==> src/rtl/mem_arb_pkg.sv <==
// Shared definitions for the data-memory port arbiter: region bits, read-tracking states, counter width.
// Imported by the region decoder and the arbiter top.
package mem_arb_pkg;

    localparam int DMEM_BIT = 28;
    localparam int IMEM_BIT = 29;
    localparam int STARVE_W = 8;

    typedef enum logic [1:0] {
        IDLE    = 2'd0,
        CORE_RD = 2'd1,
        LDR_RD  = 2'd2,
        NULL_RD = 2'd3
    } resp_state_e;

endpackage

==> src/rtl/mem_region_decode.sv <==
// Address region decode: byte enables per memory plus a flag saying whether the access reaches a memory.
// Purely combinational, 0-cycle latency, no backpressure.
module mem_region_decode
    import mem_arb_pkg::*;
(
    input  logic [31:0] addr_i,
    input  logic [3:0]  we_i,
    output logic [3:0]  dmem_we_o,
    output logic [3:0]  imem_we_o,
    output logic        mapped_o
);

    logic is_wr;
    logic unused_addr;

    assign unused_addr = ^{addr_i[31:30], addr_i[27:0]};

    // IMEM is write-only, so a read only counts as mapped when it hits DMEM.
    always_comb begin
        is_wr     = |we_i;
        dmem_we_o = addr_i[DMEM_BIT] ? we_i : 4'h0;
        imem_we_o = addr_i[IMEM_BIT] ? we_i : 4'h0;
        mapped_o  = is_wr ? (addr_i[DMEM_BIT] | addr_i[IMEM_BIT]) : addr_i[DMEM_BIT];
    end

endmodule

==> src/rtl/mem_port_arbiter.sv <==
// Shares the DMEM/IMEM port between core and loader: core has priority, loader forced after STARVE_LIMIT denials.
// Grant and memory drive are same-cycle; read data returns exactly 1 cycle after the grant. Core stalls when denied.
module mem_port_arbiter
    import mem_arb_pkg::*;
#(
    parameter int STARVE_LIMIT = 8,
    parameter int ADDR_W       = 14
) (
    input  logic              clk,
    input  logic              rst,
    input  logic              core_req,
    input  logic [3:0]        core_we,
    input  logic [31:0]       core_addr,
    input  logic [31:0]       core_wdata,
    output logic              core_stall,
    output logic              core_rvalid,
    output logic [31:0]       core_rdata,
    input  logic              ldr_valid,
    output logic              ldr_ready,
    input  logic [3:0]        ldr_we,
    input  logic [31:0]       ldr_addr,
    input  logic [31:0]       ldr_wdata,
    output logic              ldr_rvalid,
    output logic [31:0]       ldr_rdata,
    output logic [ADDR_W-1:0] dmem_addr,
    output logic [3:0]        dmem_we,
    output logic [3:0]        imem_we,
    output logic [31:0]       mem_wdata,
    input  logic [31:0]       dmem_rdata
);

    localparam logic [STARVE_W-1:0] LIMIT = STARVE_W'(STARVE_LIMIT);

    resp_state_e         state_q, state_d;
    logic                null_ldr_q, null_ldr_d;
    logic [STARVE_W-1:0] starve_q, starve_d;

    logic        grant_ldr, grant_core, grant_any;
    logic [31:0] sel_addr;
    logic [3:0]  sel_we;
    logic        mapped;
    logic        unused_sel;

    assign grant_ldr  = ldr_valid && (!core_req || starve_q == LIMIT);
    assign grant_core = core_req && !grant_ldr;
    assign grant_any  = grant_ldr || grant_core;
    assign ldr_ready  = grant_ldr;
    assign core_stall = core_req && grant_ldr;

    // With no grant the core's address/data stay on the bus; enables are gated to zero.
    assign sel_addr  = grant_ldr ? ldr_addr  : core_addr;
    assign mem_wdata = grant_ldr ? ldr_wdata : core_wdata;
    assign sel_we    = grant_ldr ? ldr_we : (grant_core ? core_we : 4'h0);
    assign dmem_addr = sel_addr[ADDR_W+1:2];
    assign unused_sel = ^{sel_addr[31:ADDR_W+2], sel_addr[1:0]};

    mem_region_decode u_decode (
        .addr_i    (sel_addr),
        .we_i      (sel_we),
        .dmem_we_o (dmem_we),
        .imem_we_o (imem_we),
        .mapped_o  (mapped)
    );

    always_comb begin
        starve_d = starve_q;
        if (!ldr_valid || grant_ldr) begin
            starve_d = '0;
        end else if (starve_q != LIMIT) begin
            starve_d = starve_q + 1'b1;
        end
    end

    always_ff @(posedge clk or posedge rst) begin
        if (rst) begin
            state_q    <= IDLE;
            null_ldr_q <= 1'b0;
            starve_q   <= '0;
        end else begin
            state_q    <= state_d;
            null_ldr_q <= null_ldr_d;
            starve_q   <= starve_d;
        end
    end

    // Only the cycle's grant decides the next response owner; nothing carries over.
    always_comb begin
        state_d    = IDLE;
        null_ldr_d = 1'b0;
        if (grant_any && sel_we == 4'h0) begin
            null_ldr_d = grant_ldr;
            if (!mapped) begin
                state_d = NULL_RD;
            end else if (grant_ldr) begin
                state_d = LDR_RD;
            end else begin
                state_d = CORE_RD;
            end
        end
    end

    always_comb begin
        core_rvalid = 1'b0;
        ldr_rvalid  = 1'b0;
        core_rdata  = 32'h0;
        ldr_rdata   = 32'h0;
        case (state_q)
            CORE_RD: begin
                core_rvalid = 1'b1;
                core_rdata  = dmem_rdata;
            end
            LDR_RD: begin
                ldr_rvalid = 1'b1;
                ldr_rdata  = dmem_rdata;
            end
            NULL_RD: begin
                core_rvalid = !null_ldr_q;
                ldr_rvalid  = null_ldr_q;
            end
            default: ;
        endcase
    end

endmodule

==> config.mk <==
export PLATFORM = sky130hd
export DESIGN_NAME = mem_port_arbiter
export DESIGN_NICKNAME = d
export VERILOG_FILES = /design/src/rtl/mem_arb_pkg.sv /design/src/rtl/mem_region_decode.sv /design/src/rtl/mem_port_arbiter.sv
export SDC_FILE = /design/constraint.sdc
export NUM_CORES = 1
export LEC_CHECK = 0
export ABC_AREA = 1
export CELL_PAD_IN_SITES_DETAIL_PLACEMENT = 1
export CELL_PAD_IN_SITES_GLOBAL_PLACEMENT = 1
export CORE_ASPECT_RATIO = 2
export CORE_UTILIZATION = 12
export DETAILED_ROUTE_END_ITERATION = 12
export PLACE_DENSITY_LB_ADDON = 0.12
export SYNTH_ARGS = -nofsm -noshare
export SYNTH_HDL_FRONTEND = slang
export SYNTH_SLANG_ARGS = --single-unit
==> constraint.sdc <==
create_clock -name clk -period 4.8 [get_ports clk]
set_input_delay 0.96 -clock clk [delete_from_list [all_inputs] [get_ports clk]]
set_output_delay 0.96 -clock clk [all_outputs]
set_load 0.1 [all_outputs]
==> out/summary.txt, run 1 <==
WHS Endpoint: starve_q[0]$_DFFE_PP0P_
Initial drt markers: 48
Worst-Skew Late Latency: 0.24 ns
Clock tree root buffer cell: clkbuf_16
Slew HR: 28.4%
Io pins: 294
Syn nets: 537
Die width: 86.9 um
Final setup TNS: 0 ns
CP required: 3.84 ns
Clock sinks: 11
GP Congestion: 0.711
Hold depth: 1
CP Buf/Inv Count: 4
FF+latch area: 275 um2
Status: finished clean
Post CTS Setup Buffer Count: 0
Critical path arrival: 2.93 ns
WL per Instance: 13.6 um
Post-layout util: 35.4%
Synthesis-stage register bit count: 11
Number of global-route vias before repair: 3362
Top cell type's share of synthesized area: 35.6%
Cells after synthesis: 363
Critical path capture point type: output pin
Clock Pin Slew Worst Setup and Hold Paths: 0.04 ns
Clock Skew: 0.00413 ns
First-pass iteration count of the detailed router: 3
WL met3: 1170 um
Die area: 0.0149 mm2
Slowest stage delay, CP: 0.57 ns
Area Overhead vs Synth: 186%
CTS Buf Count: 3
Inserted Diodes: 0
# fillers: 1743
Yosys top cell by area: nand2_1
Sequential fraction of the synthesis area: 15.9%
Top Layer Used: met4
Final WL: 10900 um
Hold-fix buffers, CTS: 0
Area of the multi-input gates: 0.00116 mm2
CP top delay family: buffers and inverters
Antenna viol nets, final: 0
Worst r2r path cells: 13
RR Endpoint: state_q[0]$_DFF_PP0_
Row count: 61
Grt ovf: 0
Final worst path period need: 3.89 ns
Worst-margin pin slew: 1.07 ns
IO buf count: 261
RSZ-0062 raised after global routing: no
Max-slew violation count: 0
Leakage: 2.62 nW
Reg-to-reg setup timing slack: 2.63 ns
GRT Total Usage: 14.3%
Via count of the routed design: 3141
Worst r2r src: starve_q[0]$_DFFE_PP0P_
Maximum number of pins on one net before global-route repair: 52
Fraction of final layout cells sized beyond drive strength 1: 22.5%
Worst min-delay path startpoint: starve_q[0]$_DFFE_PP0P_
Post-cts sizing count: 0
Synth area leaders: nand2_1 36%, nor2_1 17%, dfrtp_1 16%, inv_1 12%, buf_2 2.0%
Max Cap Violations: 0
HPWL Detailed: 9490 um
Commonest non-fill, non-tap cell in the layout: nand2_1
Mean Syn Cell Area: 4.77 um2
Fin. Hold Viols: 0
Setup Crit Path Kind: input port to output pin
Most frequent cells in the layout: 164 x nand2_1, 141 x clkdlybuf4s50_1, 78 x nor2_1
CTS tree: built
DRC violations left: 0
Worst Setup Start Kind: input port
Setup Viol. Count Final: 0
Crit-path max FO: 51
Metal2 WL: 6460 um
Synthesized cell area: 0.00173 mm2
Post-synth cell types: 23
Pwr Density: 221 mW/mm2
Total core area: 0.0140 mm2
Maximum root-to-sink buffer count: 2
Worst vdd ir: 0.0897 mV
H-tree depth: 1
Slowest CP cell: clkdlybuf4s50_1
Effective utilization at floorplan: 12.4%
Final net count: 788
Fin crit share: 80.9%
Die Y: 172 um
FMAX: 257 MHz
Syn. warnings: 0
Met1 wire length: 3010 um
Via/cell ratio: 3.92
Initial antenna violation count: 0
First-pass GRT wire length: 16600 um
Critical-path cell list: clkdlybuf4s50_1 -> o21ai_4 -> nand2_4 -> buf_4 -> nand2_2 -> o21ai_4 -> inv_2 -> nor2_1 -> buf_4
Worst Hold Class: register to register
report_power, final:
part	switching (mW)	internal, mW	leakage (nW)
logic	0.560	0.286	2.43
registers	0.00138	0.0952	0.152
clock network	0.0393	0.111	0.0382
kinds of logic after synthesis:
logic type	after synthesis	synth area share (%)
xor+xnor	1	0.506
fa+ha+maj	2	1.45
compound gates	9	3.98
buf+inv	74	17.2
flops	11	15.9
simple gates	266	61.0
state kept, by name, indices dropped and copies added (netlist names):
register,cells
starve_q,8
null_ldr_q,1
state_q,2
metal layers:
metal	global-route usage (%)	vias up
li1	-	1544
met1	11.2	1401
met2	30.5	177
met3	5.13	19
met4	4.42	0
met5	0	-
per-stage QoR:
stage / worst slack (ns) / area [um2] / hold slack (ns) / power [mW] / cells
floorplan: 0.837 / 1730 / 0.432 / 0.611 / 363
global placement: 0.877 / 4860 / 0.450 / 0.946 / 798
detailed placement: 0.897 / 4860 / 0.475 / 0.952 / 798
CTS: 0.881 / 4940 / 0.491 / 1.11 / 802
global route: 0.731 / 4940 / 0.511 / 1.14 / 802
finish: 0.915 / 4940 / 0.481 / 1.09 / 802
cell usage after synthesis:
library cell and instances:
nand2_2 4, nand3_2 1, o21ai_4 2, clkbuf_1 9, dfrtp_1 11, ha_1 2
xnor2_1 1, buf_6 1, nand3_1 7, or2_2 1, nor3b_1 2, nor2_1 78
and3_1 2, nor3_1 5, buf_2 7, nand2_1 164, nor2_2 1, nand2_4 1
a31oi_1 1, inv_2 2, inv_1 54, buf_4 1, a21oi_1 6
layout make-up:
cell class / instances / area share [%]
Clock buffer: 4 / 1.59
Sequential cell: 11 / 5.57
Timing Repair Buffer: 264 / 60.4
Inverter: 56 / 4.25
Multi-Input combinational cell: 278 / 23.4
Tap cell: 189 / 4.78
worst max path at each step:
stage,cells past startpoint,from,to,slack [ns]
after floorplan,6,ldr_valid,imem_we[0],0.84
after global placement,9,core_req,dmem_we[0],0.88
after detailed placement,9,core_req,dmem_we[0],0.90
after CTS,9,core_req,dmem_we[0],0.88
after global routing,9,core_req,dmem_we[0],0.73
final,9,core_req,dmem_we[0],0.91
worst register-to-register path, delay by kind of cell, from the launching register on:
| family | cells | cell delay, ns |
|---|---|---|
| DFF | 1 | 0.37 |
| and+or+nand+nor | 8 | 0.80 |
| AOI/OAI and AO/OA | 1 | 0.10 |
| adders and majority gates | 1 | 0.21 |
| buffers and inverters | 3 | 0.58 |
Power figures use the tool's default switching activity.
==> run 2: changes to the inputs <==
--- a/config.mk
+++ b/config.mk
@@ -9,7 +9,7 @@
 export CELL_PAD_IN_SITES_DETAIL_PLACEMENT = 1
 export CELL_PAD_IN_SITES_GLOBAL_PLACEMENT = 1
 export CORE_ASPECT_RATIO = 2
-export CORE_UTILIZATION = 12
+export CORE_UTILIZATION = 10
 export DETAILED_ROUTE_END_ITERATION = 12
 export PLACE_DENSITY_LB_ADDON = 0.12
 export SYNTH_ARGS = -nofsm -noshare
==> constraint.sdc (replaced) <==
create_clock -name clk -period 3.55 [get_ports clk]
set_input_delay 0.71 -clock clk [delete_from_list [all_inputs] [get_ports clk]]
set_output_delay 0.71 -clock clk [all_outputs]
set_load 0.1 [all_outputs]
==> run 2 against run 1 <==
Clock skew is 0.0011 ns higher; power is 36% higher; die area increased by 20%; non-clock buffer count down 1; setup slack lost 0.58 ns; worst hold slack got worse by 0.0061 ns; via count decreased by 3.5%; sequential power grew 36%; clock power increased by 33%; flip-flop and latch count stayed put; critical path type unchanged; largest cell class unchanged; highest routed layer unchanged.
==> out/summary.txt, run 2 (same netlist as run 1, synthesis figures left out) <==
Status: finished clean
Final setup TNS: 0 ns
Sequential power share: 8.8%
Crit-path max FO: 36
Effective utilization at floorplan: 10.3%
NetSw: 809 uW
Row count: 67
Post-cts sizing count: 0
Clk pwr share: 13.5%
Fin crit share: 90.6%
Fraction of final layout cells sized beyond drive strength 1: 22.7%
Max Cap Violations: 0
CP required: 2.84 ns
RSZ-0062 raised after global routing: no
CTS Buf Count: 3
Final worst path period need: 3.22 ns
H-tree depth: 1
Initial drt markers: 40
Pint: 675 uW
Design area: 0.00503 mm2
Worst Setup SP: core_req
Leakage: 2.64 nW
Setup Crit Path Kind: input port to output pin
Final WL: 10400 um
Post CTS Setup Buffer Count: 0
GRT Total Usage: 11.3%
Worst Setup Start Kind: input port
Critical-path cell list: clkdlybuf4s50_1 -> o21ai_4 -> nand2_4 -> buf_12 -> nand2_1 -> a21oi_1 -> buf_12
Total core area: 0.0168 mm2
Largest Register: starve_q
HPWL Detailed: 9310 um
Inserted Diodes: 0
CP top delay family: buffers and inverters
Final net count: 787
Slowest CP cell: clkdlybuf4s50_1
Worst Hold Class: register to register
Slew HR: 28.0%
Final worst slack: 0.333 ns
Fin. Hold Viols: 0
Antenna viol nets, final: 0
Die Y: 188 um
Worst-margin pin slew: 1.08 ns
CTS tree: built
Clock Skew: 0.00522 ns
Worst r2r path cells: 13
Place WS: 0.267 ns
Hold-fix buffers, CTS: 0
Worst-Skew Late Latency: 0.24 ns
Grt ovf: 0
GP Congestion: 0.723
Die area: 0.0179 mm2
FMAX: 311 MHz
Largest registers: starve_q (8), state_q (2), null_ldr_q (1)
Critical path capture point type: output pin
Area Overhead vs Synth: 191%
Clock tree root buffer cell: clkbuf_16
Max FFs per register: 8
Max-slew violation count: 0
Maximum number of pins on one net before global-route repair: 47
DRC violations left: 0
Setup Viol. Count Final: 0
Worst r2r src: starve_q[0]$_DFFE_PP0P_
Most frequent cells in the layout: 164 x nand2_1, 139 x clkdlybuf4s50_1, 78 x nor2_1
Number of global-route vias before repair: 3190
Critical path arrival: 2.51 ns
Die width: 95.0 um
First-pass iteration count of the detailed router: 4
Via/cell ratio: 3.70
First-pass GRT wire length: 15700 um
Clock sinks: 11
Reg-to-reg setup timing slack: 1.50 ns
Maximum root-to-sink buffer count: 2
IO buf count: 261
Commonest non-fill, non-tap cell in the layout: nand2_1
Critical Path Stages: 7
Crit path top cell by count: buf_12
CP Buf/Inv Count: 3
RR Endpoint: state_q[1]$_DFF_PP0_
Placed Area: 0.00495 mm2
Sw frac: 54.5%
Worst min-delay path startpoint: starve_q[0]$_DFFE_PP0P_
End point of the critical path: imem_we[0]
Clock Pin Slew Worst Setup and Hold Paths: 0.04 ns
Slowest stage delay, CP: 0.58 ns
Io pins: 294
Combinational power share: 77.7%
# fillers: 2053
Via count of the routed design: 3031
Pwr Density: 295 mW/mm2
Initial antenna violation count: 0
WL per Instance: 12.7 um
Worst vdd ir: 0.120 mV
Post-layout util: 29.8%
-- run 2: worst min-delay path by stage --
stage                                    to  slack [ns]  depth (start not counted)
floorplan           starve_q[0]$_DFFE_PP0P_        0.43                          1
global placement    starve_q[0]$_DFFE_PP0P_        0.45                          1
detailed placement  starve_q[0]$_DFFE_PP0P_        0.48                          1
CTS                 starve_q[0]$_DFFE_PP0P_        0.49                          1
global route        starve_q[0]$_DFFE_PP0P_        0.52                          1
finish              starve_q[0]$_DFFE_PP0P_        0.47                          1
-- run 2: power groups by stage --
| stage | Clock, mW | Sequential, mW | Combinational, mW |
|---|---|---|---|
| after floorplan | 0 | 0.132 | 0.695 |
| after global placement | 0 | 0.132 | 1.16 |
| after detailed placement | 0 | 0.132 | 1.17 |
| after CTS | 0.206 | 0.131 | 1.17 |
| after global routing | 0.211 | 0.131 | 1.20 |
| final | 0.201 | 0.131 | 1.15 |
-- run 2: cell type report --
| type | instances | area (um2) | area share (%) |
|---|---|---|---|
| multi-input cells | 278 | 1160 | 23.0 |
| inverters | 56 | 210 | 4.18 |
| well taps | 207 | 259 | 5.15 |
| repair buffers | 263 | 3050 | 60.6 |
| clock buffers | 4 | 78.8 | 1.57 |
| flip-flops and latches | 11 | 275 | 5.47 |
-- run 2: metal layers --
layer / track usage (%) / wire [um] / vias to the layer above
li1: - / - / 1543
met1: 9.43 / 2950 / 1327
met2: 24.8 / 6410 / 159
met3: 2.80 / 1010 / 2
met4: 1.75 / 45 / 0
met5: 0 / 0 / -
-- run 2: worst reg2reg max path, delay by kind of cell, from the launching register on --
| kind | cells | cell delay (ns) |
|---|---|---|
| AOI/OAI and AO/OA | 1 | 0.26 |
| adders and majority gates | 1 | 0.16 |
| buffers and inverters | 3 | 0.37 |
| DFF | 1 | 0.39 |
| and+or+nand+nor | 8 | 0.80 |
-- run 2: through the flow --
step | std cells | hold slack, ns | total power [mW]
floorplan | 363 | 0.432 | 0.826
global placement | 815 | 0.448 | 1.29
detailed placement | 815 | 0.481 | 1.30
CTS | 819 | 0.487 | 1.50
global route | 819 | 0.523 | 1.54
finish | 819 | 0.475 | 1.48
==> run 3: changes to the inputs <==
--- a/config.mk
+++ b/config.mk
@@ -12,6 +12,8 @@
 export CORE_UTILIZATION = 10
 export DETAILED_ROUTE_END_ITERATION = 12
 export PLACE_DENSITY_LB_ADDON = 0.12
+export SLEW_MARGIN = 10
 export SYNTH_ARGS = -nofsm -noshare
 export SYNTH_HDL_FRONTEND = slang
 export SYNTH_SLANG_ARGS = --single-unit
+export TNS_END_PERCENT = 10
==> results of run 3 <==
No change in the layout: final DEF, timing and power equal those of run 2.
